**src/rtl/adder_rf_datapath_if.sv**
```systemverilog
`default_nettype none
// ============================================================================
// Module      : adder_rf_datapath_if
// Description : Control-word / result bundle between the control unit and the
//               cumulative-adder datapath. ovfFlag exists only when
//               ADDER_DP_OVF_FLAG_EN is defined.
// Revision    : 1.0 - initial release
// ============================================================================
interface adder_rf_datapath_if #(
    parameter int DATA_W = 8
) ();
    logic              RFSrcMuxSel;
    logic [2:0]        readAddr1;
    logic [2:0]        readAddr2;
    logic [2:0]        writeAddr;
    logic              writeEn;
    logic              outBuf;
    logic              iLe10;
    logic [DATA_W-1:0] outData;
    logic              outValid;
`ifdef ADDER_DP_OVF_FLAG_EN
    logic              ovfFlag;
`endif

    // Control unit side: issues the control word, observes results.
    modport master (
        output RFSrcMuxSel, readAddr1, readAddr2, writeAddr, writeEn, outBuf,
`ifdef ADDER_DP_OVF_FLAG_EN
        input  ovfFlag,
`endif
        input  iLe10, outData, outValid
    );

    // Datapath side: executes the control word.
    modport slave (
        input  RFSrcMuxSel, readAddr1, readAddr2, writeAddr, writeEn, outBuf,
`ifdef ADDER_DP_OVF_FLAG_EN
        output ovfFlag,
`endif
        output iLe10, outData, outValid
    );
endinterface
`default_nettype wire

```
**src/rtl/adder_rf_datapath.sv**
```systemverilog
`default_nettype none
// ============================================================================
// Module      : adder_rf_datapath
// Description : Datapath of the cumulative 1-to-10 adder: 8-entry register
//               file (R0 = 0), adder, source mux, loop-limit comparator and
//               registered output buffer. Optional sticky carry flag when
//               ADDER_DP_OVF_FLAG_EN is defined.
// Revision    : 1.0 - initial release
// ============================================================================
module adder_rf_datapath #(
    parameter int DATA_W     = 8,
    parameter int LIMIT      = 10,
    parameter int INIT_CONST = 1
) (
    input  wire logic             clk,
    input  wire logic             rst,
    adder_rf_datapath_if.slave    dp
);
    localparam logic [DATA_W-1:0] c_limit = DATA_W'(LIMIT);
    localparam logic [DATA_W-1:0] c_init  = DATA_W'(INIT_CONST);

    // R0 has no storage; it is synthesised as a constant zero on read.
    logic [DATA_W-1:0] r_rf [1:7];
    logic [DATA_W-1:0] r_outdata;
    logic              r_outvalid;

    logic [DATA_W-1:0] w_rdata1;
    logic [DATA_W-1:0] w_rdata2;
    logic [DATA_W-1:0] w_sum;
    logic [DATA_W-1:0] w_wdata;
    logic              w_wr;

    assign w_rdata1 = (dp.readAddr1 == 3'd0) ? '0 : r_rf[dp.readAddr1];
    assign w_rdata2 = (dp.readAddr2 == 3'd0) ? '0 : r_rf[dp.readAddr2];

`ifdef ADDER_DP_OVF_FLAG_EN
    logic [DATA_W:0]   w_sum_full;
    logic              r_ovf;

    assign w_sum_full = {1'b0, w_rdata1} + {1'b0, w_rdata2};
    assign w_sum      = w_sum_full[DATA_W-1:0];

    // Only sums that actually land in a real register count as overflow.
    always_ff @(posedge clk) begin
        if (rst) begin
            r_ovf <= 1'b0;
        end else if (w_wr && dp.RFSrcMuxSel && w_sum_full[DATA_W]) begin
            r_ovf <= 1'b1;
        end
    end

    assign dp.ovfFlag = r_ovf;
`else
    assign w_sum = w_rdata1 + w_rdata2;
`endif

    assign w_wdata = dp.RFSrcMuxSel ? w_sum : c_init;
    assign w_wr    = dp.writeEn && (dp.writeAddr != 3'd0);

    always_ff @(posedge clk) begin
        if (rst) begin
            for (int i = 1; i < 8; i++) begin
                r_rf[i] <= '0;
            end
        end else if (w_wr) begin
            r_rf[dp.writeAddr] <= w_wdata;
        end
    end

    always_ff @(posedge clk) begin
        if (rst) begin
            r_outdata  <= '0;
            r_outvalid <= 1'b0;
        end else begin
            r_outvalid <= dp.outBuf;
            if (dp.outBuf) begin
                r_outdata <= w_sum;
            end
        end
    end

    // Loop condition is taken from R1 storage, independent of read addresses.
    assign dp.iLe10    = (r_rf[1] <= c_limit);
    assign dp.outData  = r_outdata;
    assign dp.outValid = r_outvalid;

endmodule
`default_nettype wire

```
**src/flat_wrapper.sv**
```systemverilog
// flat-port wrapper written by rule: the top's interface ports become plain ports
module adder_rf_datapath_flat 
#(
    parameter int DATA_W     = 8,
    parameter int LIMIT      = 10,
    parameter int INIT_CONST = 1
)
  (clk, rst, dp_RFSrcMuxSel, dp_readAddr1, dp_readAddr2, dp_writeAddr, dp_writeEn, dp_outBuf, dp_iLe10, dp_outData, dp_outValid);
  adder_rf_datapath_if #(.DATA_W(DATA_W)) dp_i ();
  input  wire logic clk;
  input  wire logic rst;
  input wire logic [$bits(dp_i.RFSrcMuxSel)-1:0] dp_RFSrcMuxSel;
  input wire logic [$bits(dp_i.readAddr1)-1:0] dp_readAddr1;
  input wire logic [$bits(dp_i.readAddr2)-1:0] dp_readAddr2;
  input wire logic [$bits(dp_i.writeAddr)-1:0] dp_writeAddr;
  input wire logic [$bits(dp_i.writeEn)-1:0] dp_writeEn;
  input wire logic [$bits(dp_i.outBuf)-1:0] dp_outBuf;
  output wire logic [$bits(dp_i.iLe10)-1:0] dp_iLe10;
  output wire logic [$bits(dp_i.outData)-1:0] dp_outData;
  output wire logic [$bits(dp_i.outValid)-1:0] dp_outValid;
  assign dp_i.RFSrcMuxSel = dp_RFSrcMuxSel;
  assign dp_i.readAddr1 = dp_readAddr1;
  assign dp_i.readAddr2 = dp_readAddr2;
  assign dp_i.writeAddr = dp_writeAddr;
  assign dp_i.writeEn = dp_writeEn;
  assign dp_i.outBuf = dp_outBuf;
  assign dp_iLe10 = dp_i.iLe10;
  assign dp_outData = dp_i.outData;
  assign dp_outValid = dp_i.outValid;
  adder_rf_datapath #(.DATA_W(DATA_W), .LIMIT(LIMIT), .INIT_CONST(INIT_CONST)) u_core (.clk(clk), .rst(rst), .dp(dp_i));
endmodule
```
**config.mk**
```make
export PLATFORM = sky130hd
export DESIGN_NAME = adder_rf_datapath_flat
export DESIGN_NICKNAME = d
export VERILOG_FILES = /design/src/rtl/adder_rf_datapath_if.sv /design/src/rtl/adder_rf_datapath.sv /design/src/flat_wrapper.sv
export SDC_FILE = /design/constraint.sdc
export NUM_CORES = 1
export LEC_CHECK = 0
export BUFFER_PORTS_ARGS = -buffer_cell sky130_fd_sc_hd__buf_2
export CORE_MARGIN = 2
export CORE_UTILIZATION = 45
export DETAILED_ROUTE_END_ITERATION = 10
export SLEW_MARGIN = 15
export SYNTH_ARGS = -nofsm -noshare
export SYNTH_HDL_FRONTEND = slang
export SYNTH_SLANG_ARGS = --single-unit
```
**constraint.sdc**
```tcl
create_clock -name clk -period 4.3 [get_ports clk]
set_clock_uncertainty 0.2 [all_clocks]
set_input_delay 0.645 -clock clk [delete_from_list [all_inputs] [get_ports clk]]
set_output_delay 0.645 -clock clk [all_outputs]
set_load 0.005 [all_outputs]
```
=== Word level (Yosys, flattened, before mapping) ===
Memories as Yosys holds them, arrays and structs flattened.
Cells that the tools add are included.

* Add/subtract/negate cells: 1
* Magnitude comparators: 1
* Multiplexer cells: 11
* Reductions and logical operators: 5

{| class="wikitable"
|+ Operators with widths
! cell !! count
|-
| 8-bit 2-to-1 mux || 4
|-
| 8-bit adder || 1
|-
| 8-bit by 4-bit <= comparator with 1-bit output, second input constant || 1
|-
| 8-bit OR reduction || 1
|-
| 3-bit logical NOT || 2
|-
| 1-bit 2-to-1 mux || 6
|-
| 3-bit 2-to-1 mux || 1
|-
| 3-bit nonzero test || 1
|-
| 1-bit logical AND || 1
|}

* Bits in registers: 9
* Bits in writable memories: 56
* Output and inout bits: 10
* Word-level logic and storage cells: 21
* Memories: 1

{| class="wikitable"
|+ Memories
! memory !! depth !! bits a word !! read ports !! clocked after memory_dff !! write ports !! RTL line !! RTL
|-
| u_core.r_rf || 7 || 8 || 3 || 0 || 7 || adder_rf_datapath.sv:23 || <nowiki>logic [DATA_W-1:0] r_rf [1:7];</nowiki>
|}

=== Depth between registers and ports, before layout ===
Gate-level depths: netlist of run 1.

* Word-level depth: 7
* Mapped depth: 15

=== Worst setup path after synthesis of run 1 ===
Ideal clock, no wire load.

* Path kind: input to register
* From: in dp_readAddr2[0]
* To: mem u_core.r_rf[1][6], data pin
* Setup time: 0.283 ns
* Arrival time: 3.230 ns
* Data required time: 3.817 ns
* Slack: 0.587 ns
* Stages: 13
* Cells stage by stage: clkbuf_1 > clkbuf_1 > a21oi_1 > a221oi_1 > ha_1 > inv_1 > fa_1 > nor2b_1 > o21a_1 > o21a_1 > or3_1 > clkbuf_1 > a31oi_1

{| class="wikitable"
|+ RTL lines
! what !! RTL line !! RTL
|-
| start: declaration || flat_wrapper.sv:14 || <nowiki>input wire logic [$bits(dp_i.readAddr2)-1:0] dp_readAddr2;</nowiki>
|-
| end: declaration || adder_rf_datapath.sv:23 ||
|}

==> results.cfg, run 1 <==
[outcome]
status = completed

[grt]
antenna_found_initial = 0
grt_pass1_wl_um = 16930
grt_usage = 0.2292
grt_start_max_net_pins = 25
grt-ovfl-total = 0
grt_pass1_vias = 3070

[worst_setup_path]
crit_arrival_ns = 3.74
critPathMaxStageDelay_ns = 0.41
slowest_stage = or2_0
critical_path.cell_chain = buf_2 > or2_0 > o21ai_0 > a221oi_1 > ha_1 > inv_1 > fa_1 > nor2b_1 > o21a_1 > o21a_1 > o2111ai_1 > a31oi_1
worstReg2RegEnd = u_core.r_rf[1][6]$_SDFFCE_PN0P_
cp_data_required_time_ns = 4.29
critPathCaptureType = register
worstPathMaxFanout = 19
reg2reg_setup_slack_ns = 0.91
path_class = input port to register
reg2reg_depth = 11
cp-start-kind = input port
timing.rr.start = u_core.r_rf[1][0]$_SDFFCE_PN0P_
crit_path_frequent_cell = o21a_1

[layout]
final_common_cell = nor2_1
antenna_cells = 0
layout.nets = 417
layout_common_cells = nor2_1, edfxtp_1, o21ai_0
finalNonFillerCells = 507
fillers = 801
layout-drive-gt1-share = 0.1579
area_growth_pct = 9.050

[worst_hold_path]
min_path_cells = 2
hold_path_class = register to register
hp-start = u_core.dp.outData[5]$_SDFFE_PP0P_
holdPathEnd = u_core.dp.outData[5]$_SDFFE_PP0P_

[yosys]
syn-cell-area_um2 = 4134
ys_seq_area_frac = 0.5012
synth-seq-cells = 72
synth_edf_count = 63
synthFlopType = edfxtp_1
synth_cell_types = 48
syn_inst = 374
avgSynthCellArea_um2 = 11.05
yosys_warnings = 0
synthArstFlopShare = 0

[detailed_routing]
vias_per_cell = 6.043
drt-initial-drc-count = 207
num_vias = 3064
drt.antenna.violating_nets = 0
drc = 0
wirelength_um = 10570
firstDrtPassIters = 4
routedWlPerCell_um = 20.84

[sta]
slew_headroom = 0.5368
setup_viol = 0
period_minus_slack_ns = 3.750
tightestPinTransition_ns = 0.6916
clock.fmax_ghz = 0.2666
timing.final.ws_setup_ns = 0.5496
setup-tns-final_ns = 0
rsz0062_at_grt = no
hold_viol = 0
slew_viol_final = 0
period_share = 0.8722

[cts]
cts_buffers = 9
cts.sinks = 72
cts_setup_buffers = 0
cts_resized = 0
clock_latency_ns = 0.36
cts_tree = done
clk_path_buf_depth = 2
clockRootBuffer = clkbuf_8
cts_max_level = 3
hold_buffers = 0
cts.reportedPaths.clkPinSlew_ns = 0.08

[placed_design]
io_buffers = 23
hpwlAfterDp_um = 7788
place_ws_ns = 0.2051
gp_congestion = 0.8869
place_inst = 492

[pwr]
power.density_nw_per_um2 = 376.0
cellLeakagePower_nw = 1.745
peakVddDrop_mv = 0.1927

[die]
die_y_um = 99.85
row_count = 34
start_util = 0.4695
die_w_um = 99.85
dieArea_um2 = 9969
fp.coreArea_um2 = 8806
ioPinCount = 24

[job]
maxCapViolCount = 0
metal layers:
| layer | global-route usage | vias to the layer above | routed length, µm |
|---|---|---|---|
| met4 | 0.07376 | 0 | 226 |
| met5 | 0 | - | 0 |
| met3 | 0.03969 | 20 | 556 |
| met1 | 0.3117 | 1524 | 4589 |
| met2 | 0.3779 | 91 | 5193 |
| li1 | - | 1429 | - |
area by class of cell:
type                            instances  area [µm²]  share of cell area
Clock buffer                           11       131.4             0.02914
Clock inverter                          4       46.29             0.01027
Multi-Input combinational cell        271        1926              0.4271
Timing Repair Buffer                   27       145.1             0.03220
Tap cell                              108       135.1             0.02998
Inverter                               14       52.55             0.01166
Sequential cell                        72        2072              0.4596
cells by family after synthesis:
kind of cell	share of synthesized area
flip-flops	0.5012
other	0.0009071
AO/OA/AOI/OAI	0.1244
AND/OR/NAND/NOR	0.1628
multiplexers	0.1419
adder cells (fa/ha/maj)	0.02603
buffers and inverters	0.03844
XOR/XNOR	0.004238
through the flow:
step	util	cell area, µm²	total power [mW]	hold WS (ns)
after floorplan	-	4156	1.083	0.2658
after detailed placement	0.4918	4330	1.183	0.2608
after global placement	0.4918	4330	1.179	0.2586
after global routing	0.5119	4508	1.765	0.3099
after CTS	0.5119	4508	1.696	0.2740
final	0.5119	4508	1.695	0.2748
worst max-delay path: cells and delay by family:
family,cells,cell delay [ns]
AO/OA/AOI/OAI,6,1.45
AND/OR/NAND/NOR,2,0.55
adder cells (fa/ha/maj),2,0.64
buffers and inverters,2,0.45
report_power, final:
| group | internal (mW) | switching (mW) | total [mW] |
|---|---|---|---|
| registers | 0.809 | 0.0258 | 0.835 |
| clock network | 0.263 | 0.264 | 0.526 |
| logic | 0.129 | 0.205 | 0.334 |
how the worst max path moves through the flow:
stage | cells past startpoint | end | slack [ns] | start
CTS | 12 | u_core.r_rf[1][6]$_SDFFCE_PN0P_ | 0.56 | dp_readAddr1[0]
detailed placement | 12 | u_core.r_rf[1][6]$_SDFFCE_PN0P_ | 0.21 | dp_readAddr1[0]
global placement | 12 | u_core.r_rf[1][6]$_SDFFCE_PN0P_ | 0.20 | dp_readAddr1[0]
finish | 12 | u_core.r_rf[1][6]$_SDFFCE_PN0P_ | 0.55 | dp_readAddr1[0]
global route | 12 | u_core.r_rf[1][6]$_SDFFCE_PN0P_ | 0.28 | dp_readAddr1[0]
floorplan | 13 | u_core.r_rf[1][6]$_SDFFCE_PN0P_ | 0.59 | dp_readAddr2[0]
Yosys cell counts, drive strengths merged (2+ instances only):
cell,instances,area (µm²)
nor2,69,259.0
a221oi,13,113.9
inv,14,52.55
nand3,9,45.04
a211oi,8,65.06
or3,6,42.54
o21ai,26,133.9
o21a,3,22.52
mux2,4,45.04
mux4,16,371.6
mux2i,17,170.2
clkbuf,15,56.30
dfxtp,9,180.2
buf,8,50.04
or2,2,12.52
a31oi,9,56.30
nand2,19,71.32
nand2b,11,68.82
a21o,2,15.01
ha,7,87.58
nor3b,3,22.52
a21oi,7,35.03
o211ai,2,15.01
edfxtp,63,1892
nor2b,16,100.1
a221o,2,20.02
registers in the layout (all words and copies together) (netlist names):
name                count
u_core.dp.outValid      1
u_core.r_rf            63
u_core.dp.outData       8
Power figures use the tool's default switching activity.
==> inputs of run 2 (changes only) <==
--- a/config.mk
+++ b/config.mk
@@ -7,7 +7,10 @@
 export LEC_CHECK = 0
 export BUFFER_PORTS_ARGS = -buffer_cell sky130_fd_sc_hd__buf_2
+export CELL_PAD_IN_SITES_DETAIL_PLACEMENT = 1
+export CELL_PAD_IN_SITES_GLOBAL_PLACEMENT = 1
 export CORE_MARGIN = 2
 export CORE_UTILIZATION = 45
 export DETAILED_ROUTE_END_ITERATION = 10
+export PLACE_DENSITY_LB_ADDON = 0.1
 export SLEW_MARGIN = 15
 export SYNTH_ARGS = -nofsm -noshare
==> constraint.sdc (replaced) <==
create_clock -name clk -period 4.3 [get_ports clk]
set_clock_uncertainty 0.2 [all_clocks]
set_input_delay 1.29 -clock clk [delete_from_list [all_inputs] [get_ports clk]]
set_output_delay 1.29 -clock clk [all_outputs]
set_load 0.005 [all_outputs]
==> run 2 against run 1 <==
Utilization grew 4.0 points. Combinational power grew 24%. Sequential power is essentially flat. Worst hold slack gained 0.0053 ns. Fmax shrank 8.4%. Wire length grew 16%. Non-clock buffer count grew 38. Via count grew 7.8%. Power grew 8.3%. Critical path depth is the same. Sequential share of layout area shrank 3.4 points. Highest routed layer unchanged.
==> results.cfg, run 2 (same netlist as run 1, synthesis figures left out) <==
[placed_design]
io_buffers = 23
place_inst = 530
gp_congestion = 0.8301
hpwlAfterDp_um = 9276

[detailed_routing]
num_vias = 3304
wirelength_um = 12300
drt-initial-drc-count = 179
routedWlPerCell_um = 22.53
drt.antenna.violating_nets = 0
firstDrtPassIters = 4
vias_per_cell = 6.051
drc = 0

[worst_setup_path]
crit_arrival_ns = 3.97
cp-start-kind = input port
path_class = input port to register
slowest_stage = fa_1
crit_path_frequent_cell = o21a_1
reg2reg_depth = 11
worstPathMaxFanout = 14
reg2reg_setup_slack_ns = 0.97
timing.rr.start = u_core.r_rf[1][0]$_SDFFCE_PN0P_
cp_data_required_time_ns = 4.18
critPathCaptureType = register
critPathMaxStageDelay_ns = 0.46
critical_path.cell_chain = buf_2 > buf_12 > a21oi_1 > a221oi_1 > buf_4 > inv_1 > fa_1 > nor2b_1 > o21a_1 > o21a_1 > or3_1 > a31oi_1
worstReg2RegEnd = u_core.r_rf[1][6]$_SDFFCE_PN0P_

[grt]
grt_usage = 0.2635
grt_pass1_vias = 3607
antenna_found_initial = 0
grt-ovfl-total = 0
grt_pass1_wl_um = 19520
grt_start_max_net_pins = 22

[layout]
seqCellArea_um2 = 2072
area_growth_pct = 17.68
layout_common_cells = nor2_1, edfxtp_1, buf_4
fillers = 969
layout.nets = 455
largest_reg_flops = 63
antenna_cells = 0
finalNonFillerCells = 546
top_register = u_core.r_rf
final_common_cell = nor2_1
fin_util = 0.5524
layout-drive-gt1-share = 0.2352
multi_input_area_um2 = 1926

[sta]
slew_viol_final = 0
setup_viol = 0
clock.fmax_ghz = 0.2442
hold_viol = 0
period_minus_slack_ns = 4.095
period_share = 0.9523
worst_hold_slack_ns = 0.2801
slew_headroom = 0.5346
tightestPinTransition_ns = 0.6955
rsz0062_at_grt = no
setup-tns-final_ns = 0

[die]
dieArea_um2 = 9969
die_y_um = 99.85
ioPinCount = 24
row_count = 34
fp.coreArea_um2 = 8806
start_util = 0.4695
die_w_um = 99.85

[cts]
cts.reportedPaths.clkPinSlew_ns = 0.08
clock_latency_ns = 0.34
hold_buffers = 0
cts_setup_buffers = 0
cts_tree = done
cts.sinks = 72
cts_max_level = 3
cts_buffers = 9
clk_path_buf_depth = 2
clockRootBuffer = clkbuf_8

[job]
maxCapViolCount = 0

[worst_hold_path]
hold_path_class = register to register
holdPathEnd = u_core.dp.outData[4]$_SDFFE_PP0P_
hp-start = u_core.dp.outData[4]$_SDFFE_PP0P_
min_path_cells = 2

[pwr]
peakVddDrop_mv = 0.1752
p_int_mw = 1.313
power.density_nw_per_um2 = 377.4
power.net_switching_mw = 0.5232
cellLeakagePower_nw = 1.954
swShare = 0.2849
p_clk_frac = 0.321
power.share.sequential = 0.454
combPwrFrac = 0.225

[outcome]
status = completed
run 2: what timing repair did:
item                                    4_1_cts  5_1_grt
endpoints found under the hold margin         0        0
gates resized for setup                       0        1
endpoints found under the setup margin        0        2
run 2: metrics by stage:
stage | power (mW) | worst slack (ns) | instance area [µm²]
after floorplan | 1.084 | 0.04122 | 4158
after detailed placement | 1.261 | -0.1531 | 4653
after CTS | 1.841 | 0.2059 | 4865
after global routing | 1.906 | 0.02429 | 4865
after global placement | 1.244 | -0.04873 | 4653
final | 1.836 | 0.2051 | 4865
run 2: worst max-delay path by stage:
| stage | from | endpoint | slack (ns) |
|---|---|---|---|
| after CTS | dp_readAddr2[1] | u_core.r_rf[1][6]$_SDFFCE_PN0P_ | 0.21 |
| after global routing | dp_readAddr2[1] | u_core.r_rf[5][6]$_SDFFCE_PN0P_ | 0.02 |
| after detailed placement | dp_readAddr2[0] | u_core.r_rf[6][7]$_SDFFCE_PN0P_ | -0.15 |
| after floorplan | dp_readAddr2[1] | u_core.r_rf[5][6]$_SDFFCE_PN0P_ | 0.04 |
| final | dp_readAddr2[1] | u_core.r_rf[1][6]$_SDFFCE_PN0P_ | 0.21 |
| after global placement | dp_readAddr2[1] | u_core.r_rf[1][6]$_SDFFCE_PN0P_ | -0.05 |
run 2: metal layers:
layer / part of all wire / global-route usage / up-vias
li1: - / - / 1507
met1: 0.42 / 0.3532 / 1656
met2: 0.49 / 0.4361 / 120
met3: 0.071 / 0.04318 / 21
met4: 0.025 / 0.09484 / 0
met5: 0 / 0 / -
run 2: power by group through the flow:
| stage | Clock, mW | Sequential, mW | Combinational, mW |
|---|---|---|---|
| global route | 0.614 | 0.840 | 0.452 |
| CTS | 0.594 | 0.834 | 0.414 |
| global placement | 0 | 0.845 | 0.399 |
| floorplan | 0 | 0.840 | 0.244 |
| finish | 0.590 | 0.833 | 0.413 |
| detailed placement | 0 | 0.849 | 0.412 |
run 2: layout make-up:
type / instances / share of cell area
flip-flops and latches: 72 / 0.4259
well taps: 108 / 0.02778
inverters: 14 / 0.01080
clock inverters: 6 / 0.01723
multi-input cells: 271 / 0.3958
repair buffers: 65 / 0.09619
clock buffers: 10 / 0.02623
run 2: critical path: cells and delay by family:
family / cells / cell delay (ns)
AO/OA/AOI/OAI: 5 / 1.07
buffers and inverters: 4 / 0.68
adder cells (fa/ha/maj): 1 / 0.46
AND/OR/NAND/NOR: 2 / 0.45
==> inputs of run 3 (changes only) <==
CELL_PAD_IN_SITES_GLOBAL_PLACEMENT = 2   (was 1)
CORE_UTILIZATION = 41   (was 45)
PLACE_DENSITY_LB_ADDON = 0.05   (was 0.1)
==> run 3 against run 2 <==
Global-route usage is 2.2 points lower. Clock power is 22% lower. Utilization is 5.3 points lower. Worst hold slack better by 0.0014 ns. Sequential power hardly changed. Combinational power is 2% higher. Critical endpoint is now u_core.r_rf[3][6]$_SDFFCE_PN0P_. Largest cell class unchanged.
==> results.cfg, run 3 (same netlist as run 1, synthesis figures left out) <==
[grt]
grt_usage = 0.2414
grt-ovfl-total = 0
gr-usage-met3 = 0.03509
grt_pass1_vias = 3387
antenna_found_initial = 0
use_met1 = 0.3186
top_usage_layer = met2
grt_pass1_wl_um = 19440
use_met2 = 0.4062
grt_start_max_net_pins = 22

[worst_setup_path]
slowest_stage = mux4_1
crit_path_frequent_cell = o21a_1
worstPathMaxFanout = 8
path_class = input port to register
cp-start-kind = input port
critPathMaxStageDelay_ns = 0.53
cp_data_required_time_ns = 4.29
crit_arrival_ns = 4.14
timing.rr.start = u_core.r_rf[1][0]$_SDFFCE_PN0P_
critPathCaptureType = register
reg2reg_setup_slack_ns = 1.03
crit_start = dp_readAddr1[0]
critical_path.cell_chain = buf_2 > buf_4 > mux4_1 > nor2_1 > a221oi_1 > ha_1 > inv_1 > fa_1 > nor2b_1 > o21a_1 > o21a_1 > or3_1 > a31oi_1

[pwr]
peakVddDrop_mv = 0.1661
p_total_mw = 1.715
cellLeakagePower_nw = 1.952
power.density_nw_per_um2 = 351.2

[detailed_routing]
drt-initial-drc-count = 134
num_vias = 3253
drc = 0
vias_per_cell = 5.667
firstDrtPassIters = 4
routedWlPerCell_um = 21.83
drt.antenna.violating_nets = 0
wirelength_um = 12530

[sta]
period_minus_slack_ns = 4.156
period_share = 0.9665
timing.final.ws_setup_ns = 0.1440
slew_viol_final = 0
hold_viol = 0
tightestPinTransition_ns = 0.6055
setup_viol = 0
rsz0062_at_grt = no
slew_headroom = 0.5964
clock.fmax_ghz = 0.2406

[layout]
top_register = u_core.r_rf
layout.nets = 459
finalNonFillerCells = 574
final_area_um2 = 4882
antenna_cells = 0
largest_reg_flops = 63
area_growth_pct = 18.10
final_common_cell = nor2_1
layout-drive-gt1-share = 0.2381
fin_util = 0.4995
layout_common_cells = nor2_1, edfxtp_1, buf_4

[cts]
cts_buffers = 9
hold_buffers = 0
cts_tree = done
clk_path_buf_depth = 2
clockRootBuffer = clkbuf_8
cts.sinks = 72
clock_latency_ns = 0.36
cts.reportedPaths.clkPinSlew_ns = 0.08
cts_max_level = 3

[die]
dieArea_um2 = 10900
die_w_um = 104.4
die_y_um = 104.4
fp.coreArea_um2 = 9774
start_util = 0.4229
ioPinCount = 24
row_count = 36

[placed_design]
place_area_um2 = 4727
hpwlAfterDp_um = 9304
place_ws_ns = -0.2317
io_buffers = 23
place_inst = 559
gp_congestion = 0.8312

[job]
maxCapViolCount = 0

[outcome]
status = completed

[worst_hold_path]
hp-start = u_core.dp.outData[1]$_SDFFE_PP0P_
hold_path_class = register to register
-- run 3: path summary, 6_finish.rpt --
kind / endpoint / depth (start not counted)
min: u_core.dp.outData[1]$_SDFFE_PP0P_ / 2
max reg2reg: u_core.r_rf[3][6]$_SDFFCE_PN0P_ / 11
min reg2reg: u_core.dp.outData[1]$_SDFFE_PP0P_ / 2
max: u_core.r_rf[3][6]$_SDFFCE_PN0P_ / 13
-- run 3: critical path, delay by kind of cell --
kind                       cells  cell delay [ns]
AOI/OAI and AO/OA              4             0.71
adders and majority gates      2             0.43
buffers and inverters          3             0.44
muxes                          1             0.53
and+or+nand+nor                3             0.72
-- run 3: timing repair --
action	in CTS	in global routing
resized for setup	0	1
buffers inserted	0	0
endpoints found under the setup margin	0	1
-- run 3: area by class of cell --
type                            instances  area, µm²
Fill cell                            1095       4892
Sequential cell                        72       2072
Multi-Input combinational cell        271       1929
Timing Repair Buffer                   69      510.5
Tap cell                              133      166.4
Clock buffer                            9      123.9
Inverter                               14      52.55
Clock inverter                          6      27.53
-- run 3: per-stage QoR --
step,hold slack (ns),TNS [ns]
after CTS,0.2796,0
after floorplan,0.2658,0
after global routing,0.3119,0
final,0.2815,0
after detailed placement,0.2668,-4.189
after global placement,0.2572,-2.688
-- run 3: power by group --
group | switching (mW) | leakage, nW | internal, mW | total (mW)
sequential | 0.0237 | 0.725 | 0.809 | 0.832
combinational | 0.232 | 1.15 | 0.190 | 0.422
clock | 0.263 | 0.0750 | 0.197 | 0.460
-- run 3: routing by layer --
metal	routed length, µm	vias to the layer above
met5	0	-
met2	6383	72
met3	385	13
li1	-	1512
met4	197	0
met1	5565	1656
